[config.mk]
export PLATFORM = sky130hd
export DESIGN_NAME = riscv_fetch_unit
export DESIGN_NICKNAME = d
export VERILOG_FILES = /design/src/rtl/riscv_fetch_pkg.sv /design/src/rtl/riscv_fetch_unit_fifo.sv /design/src/rtl/riscv_fetch_unit.sv
export SDC_FILE = /design/constraint.sdc
export NUM_CORES = 1
export LEC_CHECK = 0
export CORE_ASPECT_RATIO = 0.5
export CORE_MARGIN = 1
export CORE_UTILIZATION = 57
export CTS_CLUSTER_SIZE = 24
export DETAILED_ROUTE_END_ITERATION = 7
export GPL_ROUTABILITY_DRIVEN = 0
export PLACE_DENSITY = 0.86
export SETUP_SLACK_MARGIN = 0.3
export SYNTH_ARGS = -nofsm -noshare
export SYNTH_HDL_FRONTEND = slang
export SYNTH_SLANG_ARGS = --single-unit
[constraint.sdc]
create_clock -name clk -period 14.31 [get_ports clk]
set_clock_uncertainty 0.1 [all_clocks]
set_input_delay 2.1465 -clock clk [delete_from_list [all_inputs] [get_ports clk]]
set_output_delay 2.1465 -clock clk [all_outputs]
set_load 0.05 [all_outputs]
[src/rtl/riscv_fetch_pkg.sv]
// riscv_fetch_pkg: shared constants and types for the instruction fetch unit
package riscv_fetch_pkg;
  localparam int unsigned XLEN_DEFAULT = 32;
  localparam int unsigned PC_INC = 4;
  localparam logic [31:0] DEFAULT_RESET_PC = 32'h0000_0000;
  typedef enum logic {S_RUN, S_DRAIN} fetch_state_e;
  typedef struct packed {
    logic [XLEN_DEFAULT-1:0] pc;
    logic [31:0]             inst;
  } fetch_entry_t;
endpackage

[src/rtl/riscv_fetch_unit_fifo.sv]
// fetch_fifo: synchronous FIFO with same-cycle push/pop (legal when full), flush and occupancy
module fetch_fifo #(
  parameter int unsigned WIDTH = 32,
  parameter int unsigned DEPTH = 2,
  localparam int unsigned AW = $clog2(DEPTH),
  localparam int unsigned CW = AW + 1
) (
  input  logic             clk,
  input  logic             reset,
  input  logic             flush_i,
  input  logic             push_i,
  input  logic [WIDTH-1:0] data_i,
  input  logic             pop_i,
  output logic [WIDTH-1:0] data_o,
  output logic [CW-1:0]    count_o,
  output logic             empty_o,
  output logic             full_o
);
  logic [WIDTH-1:0] mem_q [DEPTH];
  logic [AW-1:0] wr_q, rd_q;
  logic [CW-1:0] cnt_q;
  logic do_push, do_pop;
  assign empty_o = cnt_q == '0;
  assign full_o  = cnt_q == CW'(DEPTH);
  assign do_pop  = pop_i && !empty_o;
  assign do_push = push_i && (!full_o || do_pop);
  assign data_o  = mem_q[rd_q];
  assign count_o = cnt_q;
  always_ff @(posedge clk) begin
    if (!reset || flush_i) begin
      wr_q  <= '0;
      rd_q  <= '0;
      cnt_q <= '0;
    end else begin
      if (do_push) begin
        mem_q[wr_q] <= data_i;
        wr_q        <= wr_q + 1'b1;
      end
      if (do_pop) rd_q <= rd_q + 1'b1;
      cnt_q <= cnt_q + CW'(do_push) - CW'(do_pop);
    end
  end
endmodule

[src/rtl/riscv_fetch_unit.sv]
// riscv_fetch_unit: pipelined instruction fetch with credit-limited requests and redirect draining.
// FETCH_PERF_EN adds a saturating fetch_stall_cnt output counting cycles without a valid instruction.
module riscv_fetch_unit
  import riscv_fetch_pkg::*;
#(
  parameter int unsigned     XLEN       = XLEN_DEFAULT,
  parameter logic [XLEN-1:0] RESET_PC   = XLEN'(DEFAULT_RESET_PC),
  parameter int unsigned     FIFO_DEPTH = 2
) (
  input  logic            clk,
  input  logic            reset,
  output logic            imem_req,
  output logic [XLEN-1:0] imem_addr,
  input  logic            imem_gnt,
  input  logic            imem_rvalid,
  input  logic [31:0]     imem_rdata,
  input  logic            redirect_valid,
  input  logic [XLEN-1:0] redirect_pc,
  output logic            inst_valid,
  output logic [31:0]     inst_data,
  output logic [XLEN-1:0] inst_pc,
  input  logic            inst_ready
`ifdef FETCH_PERF_EN
  ,
  output logic [31:0]     fetch_stall_cnt
`endif
);
  localparam int unsigned CW = $clog2(FIFO_DEPTH) + 1;
  localparam int unsigned EW = XLEN + 32;
  fetch_state_e state_q, state_d;
  logic [XLEN-1:0] fetch_pc_q, fetch_pc_d, aq_pc;
  logic [CW-1:0] out_q, out_d, drop_q, drop_d, occ, aq_cnt;
  logic [EW-1:0] ib_dout;
  logic aq_empty, aq_full, ib_empty, ib_full;
  logic run, fire, rsp, ib_push, ib_pop;
  assign run      = state_q == S_RUN;
  assign imem_req = reset && run && !redirect_valid && (32'(occ) + 32'(out_q) < FIFO_DEPTH);
  assign imem_addr = fetch_pc_q;
  assign fire     = imem_req && imem_gnt;
  // A response with nothing outstanding is a protocol error and is ignored.
  assign rsp      = imem_rvalid && out_q != '0;
  assign ib_push  = rsp && run && !redirect_valid;
  assign ib_pop   = inst_valid && inst_ready;
  assign inst_valid = !ib_empty;
  assign inst_pc    = inst_valid ? ib_dout[EW-1:32] : '0;
  assign inst_data  = inst_valid ? ib_dout[31:0] : '0;
  fetch_fifo #(.WIDTH(XLEN), .DEPTH(FIFO_DEPTH)) u_addr_q (
    .clk     (clk),
    .reset   (reset),
    .flush_i (redirect_valid),
    .push_i  (fire),
    .data_i  (fetch_pc_q),
    .pop_i   (rsp && run),
    .data_o  (aq_pc),
    .count_o (aq_cnt),
    .empty_o (aq_empty),
    .full_o  (aq_full)
  );
  fetch_fifo #(.WIDTH(EW), .DEPTH(FIFO_DEPTH)) u_inst_buf (
    .clk     (clk),
    .reset   (reset),
    .flush_i (redirect_valid),
    .push_i  (ib_push),
    .data_i  ({aq_pc, imem_rdata}),
    .pop_i   (ib_pop),
    .data_o  (ib_dout),
    .count_o (occ),
    .empty_o (ib_empty),
    .full_o  (ib_full)
  );
  always_comb begin
    fetch_pc_d = fire ? fetch_pc_q + XLEN'(PC_INC) : fetch_pc_q;
    out_d      = out_q + CW'(fire) - CW'(rsp);
    drop_d     = run ? drop_q : drop_q - CW'(rsp);
    if (redirect_valid) begin
      fetch_pc_d = redirect_pc & ~XLEN'(3);
      drop_d     = run ? out_q - CW'(rsp) : drop_d;
    end
    state_d = (drop_d != '0) ? S_DRAIN : S_RUN;
  end
  always_ff @(posedge clk) begin
    if (!reset) begin
      state_q    <= S_RUN;
      fetch_pc_q <= RESET_PC;
      out_q      <= '0;
      drop_q     <= '0;
    end else begin
      state_q    <= state_d;
      fetch_pc_q <= fetch_pc_d;
      out_q      <= out_d;
      drop_q     <= drop_d;
    end
  end
`ifdef FETCH_PERF_EN
  logic [31:0] stall_q;
  always_ff @(posedge clk)
    stall_q <= !reset ? '0 : stall_q + 32'(!inst_valid && stall_q != '1);
  assign fetch_stall_cnt = stall_q;
`endif
  a_rvalid_credit: assert property (@(posedge clk) disable iff (!reset) !(imem_rvalid && out_q == '0));
  a_aq_tracks_out: assert property (@(posedge clk) disable iff (!reset) !run || aq_cnt == out_q);
  a_aq_no_overrun: assert property (@(posedge clk) disable iff (!reset) !(fire && aq_full));
  a_aq_no_under:   assert property (@(posedge clk) disable iff (!reset) !(rsp && run && aq_empty));
  a_ib_no_overrun: assert property (@(posedge clk) disable iff (!reset) !(ib_push && ib_full && !ib_pop));
endmodule

==> results of run 1 <==
[kinds of logic after synthesis]
family          synth area share [%]
compound gates                  5.56
fa+ha+maj                       1.14
xor+xnor                        1.30
flops                           68.3
buf+inv                         2.54
mux                             10.5
other cells                   0.0399
simple gates                    10.6
[per-layer routing]
metal | part of all wire, % | GRT usage [%] | up-vias
met4 | 2.2 | 9.51 | 0
met3 | 8.2 | 4.92 | 40
met2 | 49 | 41.7 | 303
met5 | 0 | 0 | -
met1 | 40 | 29.3 | 3069
li1 | - | - | 2856
[area by class of cell]
cell class / count / area (µm²)
Fill cell: 972 / 3910
Multi-Input combinational cell: 403 / 2780
Timing Repair Buffer: 170 / 1680
Inverter: 18 / 67.6
Clock buffer: 23 / 512
Sequential cell: 229 / 6430
Clock inverter: 13 / 120
Tap cell: 221 / 277
[through the flow]
stage / hold slack [ns] / worst slack, ns / utilization, % / cell area, µm² / std cells
floorplan: 0.368 / 6.38 / - / 9420 / 685
global placement: 0.377 / 7.75 / 71.2 / 11200 / 1041
detailed placement: 0.399 / 7.77 / 71.2 / 11200 / 1041
CTS: 0.405 / 7.76 / 75.2 / 11900 / 1077
global route: 0.420 / 7.65 / 75.2 / 11900 / 1077
finish: 0.410 / 7.73 / 75.2 / 11900 / 1077
[power groups by stage]
stage / clock (mW) / combinational [mW] / sequential, mW
after floorplan: 0 / 0.123 / 0.812
after global placement: 0 / 0.211 / 0.794
after detailed placement: 0 / 0.216 / 0.797
after CTS: 0.532 / 0.218 / 0.782
after global routing: 0.557 / 0.231 / 0.786
final: 0.526 / 0.218 / 0.783
[state kept, by name, indices dropped and copies added (netlist names), 2 cells and up, named ones only]
| register | cells |
|---|---|
| u_inst_buf.mem_q | 124 |
| out_q | 2 |
| u_addr_q.mem_q | 60 |
| imem_addr | 30 |
| drop_q | 2 |
| u_inst_buf.count_o | 2 |
| u_addr_q.count_o | 2 |
[cell usage after synthesis (all sizes together), types with 3 or more instances]
master	instances	area share [%]
a21oi	26	1.4
a31oi	4	0.27
a32oi	4	0.37
and2	10	0.66
and3	9	0.60
buf	19	1.2
clkbuf	16	0.64
dfxtp	45	9.6
edfxtp	184	59
ha	7	0.93
inv	17	0.68
mux2	32	3.8
mux2i	63	6.7
nand2	28	1.1
nand3	13	0.80
nand4	12	0.86
nor2	95	4.0
nor3	9	0.48
nor4	6	0.63
o21a	5	0.40
o21ai	17	0.90
o22ai	4	0.27
o311ai	3	0.28
o31a	3	0.28
or2	3	0.20
or4	5	0.40
xnor2	8	0.74
xor2	6	0.56
[worst max-delay path: stages]
cell	delay (ns)
clkdlybuf4s50_1	0.81
nor4b_1	0.39
and2_1	0.19
clkdlybuf4s50_1	0.79
[worst min path at each step]
stage                               startpoint                         endpoint  slack [ns]  cells past startpoint
floorplan           u_addr_q.wr_q$_SDFFE_PP0P_       u_addr_q.wr_q$_SDFFE_PP0P_        0.37                      1
global placement    imem_addr[31]$_SDFFE_PN0P_  u_addr_q.mem_q[0][31]$_DFFE_PP_        0.38                      0
detailed placement  u_addr_q.rd_q$_SDFFE_PP0P_                        flip-flop        0.40                      2
CTS                 imem_addr[31]$_SDFFE_PN0P_  u_addr_q.mem_q[1][31]$_DFFE_PP_        0.40                      0
global route        imem_addr[31]$_SDFFE_PN0P_  u_addr_q.mem_q[1][31]$_DFFE_PP_        0.42                      0
finish              imem_addr[31]$_SDFFE_PN0P_  u_addr_q.mem_q[1][31]$_DFFE_PP_        0.41                      0
==> summary.md, run 1 <==
| Metric | Value |
|---|---|
| Setup tns final | 0 ns |
| Synthesis-to-finish area growth | 26.1% |
| Final max-slew violation count | 0 |
| P_int | 1.13 mW |
| Routed WL per cell | 19.2 µm |
| Max-Slew Margin vs Limit | 19.9% |
| Cell count after synthesis | 682 |
| Power share of the sequential group | 51.3% |
| Antenna violations before repair | 0 |
| Setup violations, final | 0 |
| CTS H-tree depth | 1 |
| Clock Sinks | 229 |
| Most frequent cells in the layout | edfxtp_1 (184), clkdlybuf4s50_1 (161), nor2_1 (89) |
| Switching pwr | 394 µW |
| IO Pins | 168 |
| Yosys cell types | 63 |
| Total core area | 0.0158 mm² |
| # rows | 32 |
| Die area | 0.0171 mm² |
| Critical path fanouts, max | 13 |
| Register area share after synthesis | 68.3% |
| Vias in the first global route | 6237 |
| Crit. End Element | output pin |
| Total power | 1.53 mW |
| Post-synth ARST share | 0% |
| Fin nets | 920 |
| Vias/cell | 5.82 |
| CTS tree | done |
| Clk buf depth | 3 |
| Grt ovf | 0 |
| Width of the die | 184 µm |
| Pre-Repair DR Iteration Count | 5 |
| Commonest non-fill, non-tap cell in the layout | edfxtp_1 |
| CP Capture Point | imem_req |
| Buffers on Ports | 161 |
| Drt total wl | 20.7 mm |
| Max-cap violations | 0 |
| Switch share | 25.8% |
| Max Fclk | 152 MHz |
| Hpwl dp | 12.9 mm |
| Fin crit period | 6.58 ns |
| Post-CTS Resized | 0 |
| # Post-CTS Setup Buffers | 0 |
| Final period util | 46.0% |
| Reg2reg setup slack | 10.74 ns |
| Min-Delay Path Class | flip-flop to flip-flop |
| Leakage power | 3.86 nW |
| First-pass GRT wire length | 31.2 mm |
| Power per cell area | 129 mW/mm² |
| CP Launch Point | reset |
| Required time of the critical path | 12.06 ns |
| Share of layout cells above drive strength 1 | 9.70% |
| Post-CTS Hold Buffers | 0 |
| Worst endpoint data arrival time | 4.33 ns |
| EDFF count, synth | 184 |
| RSZ-0062 raised after global routing | no |
| Worst-path clk slew | 0.07 ns |
| Die Height | 92.8 µm |
| R2r endpoint | out_q[1]$_SDFF_PN0_ |
| Reg2reg start | u_inst_buf.count_o[0]$_SDFF_PP0_ |
| Root Driver | clkbuf_16 |
| Combinational share of power | 14.3% |
| Ys flop type | edfxtp_1 |
| Initial Util | 59.6% |
| Largest net degree at the start of global routing | 54 |
| CP Class | primary input to output pin |
| N_diodes | 0 |
| Worst-Skew Late Latency | 0.49 ns |
| Status | completed |
| Yosys reg bits | 229 |
| Peak VDD IR | 0.0844 mV |
| All-Layer GR Usage | 23.9% |
| CTS Buf Count | 20 |
| Worst Max-Slew Pin Slew | 1.19 ns |
| Synth warn | 0 |
| Area of the mapped netlist | 0.00941 mm² |
| Hold Violations, Final | 0 |
| Drc violations | 0 |
| Via count of the routed design | 6268 |
| R2R depth | 11 |
| Iteration-0 DRC Markers | 498 |
| Clock power frac | 34.5% |
| Syn Area/Cell | 13.8 µm² |
| Routed Antenna Nets | 0 |
| Critical Path Start Type | primary input |
Note: power is estimated with default switching activity, not from simulation.
==> run 2: changes to the inputs <==
--- a/config.mk
+++ b/config.mk
@@ -7,11 +7,11 @@
 export LEC_CHECK = 0
 export CORE_ASPECT_RATIO = 0.5
 export CORE_MARGIN = 1
-export CORE_UTILIZATION = 57
+export CORE_UTILIZATION = 47
 export CTS_CLUSTER_SIZE = 24
 export DETAILED_ROUTE_END_ITERATION = 7
 export GPL_ROUTABILITY_DRIVEN = 0
-export PLACE_DENSITY = 0.86
+export PLACE_DENSITY = 0.75
 export SETUP_SLACK_MARGIN = 0.3
 export SYNTH_ARGS = -nofsm -noshare
 export SYNTH_HDL_FRONTEND = slang
==> constraint.sdc (replaced) <==
create_clock -name clk -period 6.05 [get_ports clk]
set_clock_uncertainty 0.1 [all_clocks]
set_input_delay 0.9075 -clock clk [delete_from_list [all_inputs] [get_ports clk]]
set_output_delay 0.9075 -clock clk [all_outputs]
set_load 0.05 [all_outputs]
==> run 2 against run 1 <==
  * Routed wire length up 0.20%
  * Sequential share of layout area fell by 0.82 points
  * Clock-buffer cell count up 5
  * Setup slack lost 5.9 ns
  * Global-route usage decreased by 4.2 points
  * Hold slack lost 0.030 ns
  * First-iteration DRC count is 19% lower
  * Clock power rose to 2.7 times the previous value
==> summary.md, run 2 (synthesis results as in run 1) <==
| Metric | Value |
|---|---|
| Reg2reg start | u_inst_buf.count_o[0]$_SDFF_PP0_ |
| Share of layout cells above drive strength 1 | 9.92% (+0.22 points) |
| CTS tree | done |
| Hold Violations, Final | 0 (unchanged) |
| Worst-path clk slew | 0.06 ns (about the same) |
| CP Class | primary input to output pin |
| Width of the die | 202 µm (+10%) |
| # placed instances | 1085 (+4.2%) |
| Vias/cell | 5.45 (-6.3%) |
| Cell Chain, Critical Path | clkdlybuf4s50_1 > nor4b_1 > and2_1 > clkdlybuf4s50_1 |
| Placed cell areas | 0.0113 mm² (+0.77%) |
| HP Start | imem_addr[31]$_SDFFE_PN0P_ |
| Final Cell Area | 0.0120 mm² (+1.5%) |
| Routed WL per cell | 18.4 µm (-3.9%) |
| Worst endpoint data arrival time | 3.17 ns (-1.16 ns) |
| Clock Sinks | 229 (unchanged) |
| Via count of the routed design | 6121 (-2.3%) |
| Post-CTS Hold Buffers | 0 (unchanged) |
| Vias in the first global route | 5843 (-6.3%) |
| Die Height | 102 µm (+9.9%) |
| Crit. End Element | output pin |
| RSZ-0062 raised after global routing | no |
| Final max-slew violation count | 0 (unchanged) |
| Top cell by count, worst path | clkdlybuf4s50_1 |
| Antenna violations before repair | 0 (unchanged) |
| Post-CTS Resized | 0 (unchanged) |
| Fin crit period | 4.18 ns |
| CTS H-tree depth | 1 (unchanged) |
| Min-Delay Path Class | flip-flop to flip-flop |
| Commonest non-fill, non-tap cell in the layout | edfxtp_1 |
| Leakage power | 3.90 nW (+0.87%) |
| Max stage delay on crit path | 0.83 ns (+0.02 ns) |
| Peak VDD IR | 0.173 mV (+100%) |
| Die area | 0.0206 mm² (+21%) |
| Biggest register | u_inst_buf.mem_q |
| Initial Util | 48.1% (-12 points) |
| Power per cell area | 313 mW/mm² (+140%) |
| WHS | 0.381 ns (-0.0295 ns) |
| All-Layer GR Usage | 19.6% (-4.2 points) |
| IO Pins | 168 (unchanged) |
| Max Fclk | 239 MHz |
| Routed Antenna Nets | 0 (unchanged) |
| Drc violations | 0 (unchanged) |
| Setup tns final | 0 ns (unchanged) |
| Max-cap violations | 0 (unchanged) |
| CP Launch Point | reset |
| Setup violations, final | 0 (unchanged) |
| Largest net degree at the start of global routing | 54 (unchanged) |
| Critical path fanouts, max | 13 (unchanged) |
| Worst Max-Slew Pin Slew | 1.19 ns (-0.00190 ns) |
| Worst-Skew Late Latency | 0.50 ns (about the same) |
| # rows | 36 (+13%) |
| Critical Path Start Type | primary input |
| Pre-Repair DR Iteration Count | 4 (-1) |
| N_diodes | 0 (unchanged) |
| # Post-CTS Setup Buffers | 0 (unchanged) |
| Final period util | 69.1% |
| Required time of the critical path | 5.04 ns (-7.02 ns) |
| Total core area | 0.0195 mm² (+24%) |
| Iteration-0 DRC Markers | 403 (-19%) |
| Buffers on Ports | 161 (unchanged) |
| Slowest CP cell | clkdlybuf4s50_1 |
| Most frequent cells in the layout | edfxtp_1 (184), clkdlybuf4s50_1 (161), nor2_1 (89) |
| Root Driver | clkbuf_16 |
| Max-Slew Margin vs Limit | 20.3% (+0.37 points) |
| Hpwl dp | 12.9 mm (about the same) |
| Post-Layout Cell Count | 1123 (+4.3%) |
| Clk buf depth | 3 (unchanged) |
| Drt total wl | 20.7 mm (+0.20%) |
| Synthesis-to-finish area growth | 28.0% |
| First-pass GRT wire length | 31.3 mm (+0.27%) |
| CTS Buf Count | 21 (+5.0%) |
| Fin nets | 920 (unchanged) |
| Status | completed |
| Number of flip-flops in the largest register | 124 (unchanged) |
| Grt ovf | 0 (unchanged) |
run 2: metrics by stage:
stage | util, % | setup slack (ns) | power (mW)
finish | 61.6 | 1.87 | 3.77
global route | 61.6 | 1.73 | 3.90
CTS | 61.6 | 1.86 | 3.80
detailed placement | 57.9 | 1.63 | 2.40
global placement | 57.9 | 1.69 | 2.39
floorplan | - | 1.55 | 2.21
run 2: metal layers:
layer / track usage [%] / wire length (µm) / vias to the layer above
met5: 0 / 0 / -
met4: 7.11 / 608 / 0
met3: 3.67 / 1070 / 46
met2: 33.9 / 10200 / 201
met1: 25.2 / 8840 / 3013
li1: - / - / 2861
run 2: area by class of cell:
class / count / area (µm²)
clock buffers: 28 / 572
clock inverters: 10 / 156
fillers: 1483 / 7500
inverters: 18 / 67.6
multi-input cells: 403 / 2790
flip-flops and latches: 229 / 6430
well taps: 266 / 333
repair buffers: 169 / 1700
run 2: final timing paths:
kind,slack [ns],end,depth (start not counted)
max reg2reg,2.51,out_q[1]$_SDFF_PN0_,11
min,0.38,u_addr_q.mem_q[1][31]$_DFFE_PP_,0
max,1.87,imem_req,4
min reg2reg,0.38,u_addr_q.mem_q[1][31]$_DFFE_PP_,0
run 2: critical path: cells and delay by family:
kind                   cells  cell delay [ns]
buffers and inverters      2             1.62
AND/OR/NAND/NOR            2             0.63
run 2: power by group:
group	total [mW]	internal (mW)	switching, mW	leakage, nW
clock	1.40	0.838	0.561	0.347
combinational	0.517	0.196	0.321	1.51
sequential	1.85	1.79	0.0626	2.04
==> run 3: changes to the inputs <==
==> constraint.sdc (replaced) <==
create_clock -name clk -period 3.7 [get_ports clk]
set_clock_uncertainty 0.1 [all_clocks]
set_input_delay 0.555 -clock clk [delete_from_list [all_inputs] [get_ports clk]]
set_output_delay 0.555 -clock clk [all_outputs]
set_load 0.05 [all_outputs]
==> run 3 against run 2 <==
  * Flip-flop and latch count unchanged
  * Clock-buffer cell count unchanged
  * Routed wire length about the same
  * Largest power group unchanged
==> summary.md, run 3 (synthesis results as in run 1) <==
| Metric | Value |
|---|---|
| Status | completed |
| CTS tree | done |
| Peak VDD IR | 0.277 mV (+60%) |
| Clk buf depth | 3 (unchanged) |
| Share of layout cells above drive strength 1 | 11.0% (+1.1 points) |
| Width of the die | 202 µm (unchanged) |
| Setup tns final | 0 ns (unchanged) |
| Total core area | 0.0195 mm² (unchanged) |
| Placed cell areas | 0.0115 mm² (+1.2%) |
| RSZ-0062 raised after global routing | no |
| Met2 routed WL | 9.93 mm (-2.4%) |
| Hold Path Cell Cnt | 2 (+2) |
| Power share of the sequential group | 51.0% (+1.8 points) |
| P_int | 4.39 mW (+56%) |
| Vias/cell | 5.37 (-1.5%) |
| # placed instances | 1097 (+1.1%) |
| Worst-Skew Late Latency | 0.50 ns (about the same) |
| Via count of the routed design | 6093 (-0.46%) |
| Max Fclk | 315 MHz |
| Initial Util | 48.1% (unchanged) |
| Switch share | 26.0% (+0.94 points) |
| Final period util | 85.8% |
| Worst Max-Slew Pin Slew | 0.763 ns (-0.430 ns) |
| Drc violations | 0 (unchanged) |
| Routed Antenna Nets | 0 (unchanged) |
| Combinational share of power | 14.6% (+0.9 points) |
| Post-CTS Resized | 0 (unchanged) |
| All-Layer GR Usage | 19.7% (+0.11 points) |
| Biggest register | u_inst_buf.mem_q |
| CTS Buf Count | 21 (unchanged) |
| Total power | 5.94 mW (+58%) |
| R2R depth | 7 (-4) |
| Buffers on Ports | 161 (unchanged) |
| Hpwl dp | 13.5 mm (+4.8%) |
| First-pass GRT wire length | 31.2 mm (-0.22%) |
| Top sig layer | met4 |
| Commonest non-fill, non-tap cell in the layout | edfxtp_1 |
| Antenna violations before repair | 0 (unchanged) |
| Clock power frac | 34.4% (-2.7 points) |
| Synthesis-to-finish area growth | 28.6% |
| Die Height | 102 µm (unchanged) |
| Grt ovf | 0 (unchanged) |
| Vias in the first global route | 5857 (+0.24%) |
| Iteration-0 DRC Markers | 352 (-13%) |
| Worst-path clk slew | 0.07 ns (about the same) |
| Hold Violations, Final | 0 (unchanged) |
| Wire length on met1 | 9.22 mm (+4.3%) |
| Root Driver | clkbuf_16 |
| N_diodes | 0 (unchanged) |
| Required time of the critical path | 3.04 ns (-2.00 ns) |
| Fin nets | 932 (+1.3%) |
| Max-cap violations | 0 (unchanged) |
| Crit. End Element | output pin |
| # Post-CTS Setup Buffers | 0 (unchanged) |
| Pre-Repair DR Iteration Count | 5 (+1) |
| Fin crit period | 3.18 ns |
| CP Class | flip-flop to output pin |
| Switching pwr | 1.54 mW (+63%) |
| Number of flip-flops in the largest register | 124 (unchanged) |
| # rows | 36 (unchanged) |
| IO Pins | 168 (unchanged) |
| Fillers | 1496 (+0.88%) |
| Largest net degree at the start of global routing | 63 (+17%) |
| Drt total wl | 20.7 mm (about the same) |
| Reg2reg setup slack | 1.05 ns (-1.46 ns) |
| Worst endpoint data arrival time | 2.52 ns (-0.65 ns) |
| CTS H-tree depth | 1 (unchanged) |
| Final max-slew violation count | 0 (unchanged) |
| Post-CTS Hold Buffers | 0 (unchanged) |
| Leakage power | 3.92 nW (+0.70%) |
| Routed WL per cell | 18.2 µm (-1.2%) |
| Post-Layout Cell Count | 1135 (+1.1%) |
| Die area | 0.0206 mm² (unchanged) |
| Min-Delay Path Class | flip-flop to flip-flop |
| Power per cell area | 491 mW/mm² (+57%) |
| Met3 routed WL | 918 µm (-14%) |
| Critical Path Start Type | flip-flop |
| Clock Sinks | 229 (unchanged) |
| Final Cell Area | 0.0121 mm² (+0.43%) |
| Most frequent cells in the layout | edfxtp_1 (184), clkdlybuf4s50_1 (160), nor2_1 (89) |
| Setup violations, final | 0 (unchanged) |
| Critical path fanouts, max | 22 (+9) |
| Max-Slew Margin vs Limit | 48.8% (+28 points) |
## run 3: cell types whose count changed in the layout (fill, tap and decap cells not counted)
| cell | previous run | this run |
|---|---|---|
| buf_4 | 6 | 14 |
| buf_12 | 2 | 6 |
| bufinv_16 | 4 | 1 |
| clkbuf_1 | 5 | 7 |
| clkbuf_8 | 2 | 0 |
| clkinvlp_4 | 2 | 4 |
| buf_6 | 0 | 1 |
| clkdlybuf4s50_1 | 161 | 160 |
| clkinv_2 | 1 | 2 |
## run 3: routing by layer
layer	GRT usage [%]	up-vias
met2	34.3	195
li1	-	2884
met4	6.88	0
met3	2.65	37
met5	0	-
met1	26.0	2977
## run 3: layout make-up
type,instances,area (µm²),share of cell area [%]
Sequential cell,229,6430,53.2
Multi-Input combinational cell,403,2790,23.1
Clock inverter,10,86.3,0.714
Inverter,18,67.6,0.559
Timing Repair Buffer,181,1840,15.2
Tap cell,266,333,2.75
Clock buffer,28,552,4.56
## run 3: worst paths after layout
path                                         start                              end
setup / recovery                         flip-flop                     inst_data[2]
hold / removal        u_inst_buf.rd_q$_SDFFE_PP0P_                        flip-flop
setup reg to reg  u_inst_buf.count_o[0]$_SDFF_PP0_  u_addr_q.mem_q[1][20]$_DFFE_PP_
hold reg to reg       u_inst_buf.rd_q$_SDFFE_PP0P_                        flip-flop
## run 3: worst max-delay path, cell delays in order, from the launching register on
cell	delay, ns
dfxtp_4	0.60
buf_6	0.34
mux2i_1	0.13
nor2_1	0.11
clkdlybuf4s50_1	0.82
## run 3: per-stage QoR
step | setup slack [ns] | hold slack, ns | util (%)
floorplan | 0.325 | 0.368 | -
global placement | 0.800 | 0.393 | 58.6
detailed placement | 0.728 | 0.398 | 58.6
CTS | 0.379 | 0.416 | 61.9
global route | 0.404 | 0.441 | 61.9
finish | 0.524 | 0.415 | 61.9
## run 3: power groups by stage
stage	Clock (mW)	Sequential [mW]	Combinational (mW)
3_5_place_dp	0	3.08	0.867
6_report	2.04	3.03	0.865
3_3_place_gp	0	3.08	0.851
2_1_floorplan	0	3.13	0.479
5_1_grt	2.20	3.04	0.927
4_1_cts	2.08	3.03	0.871
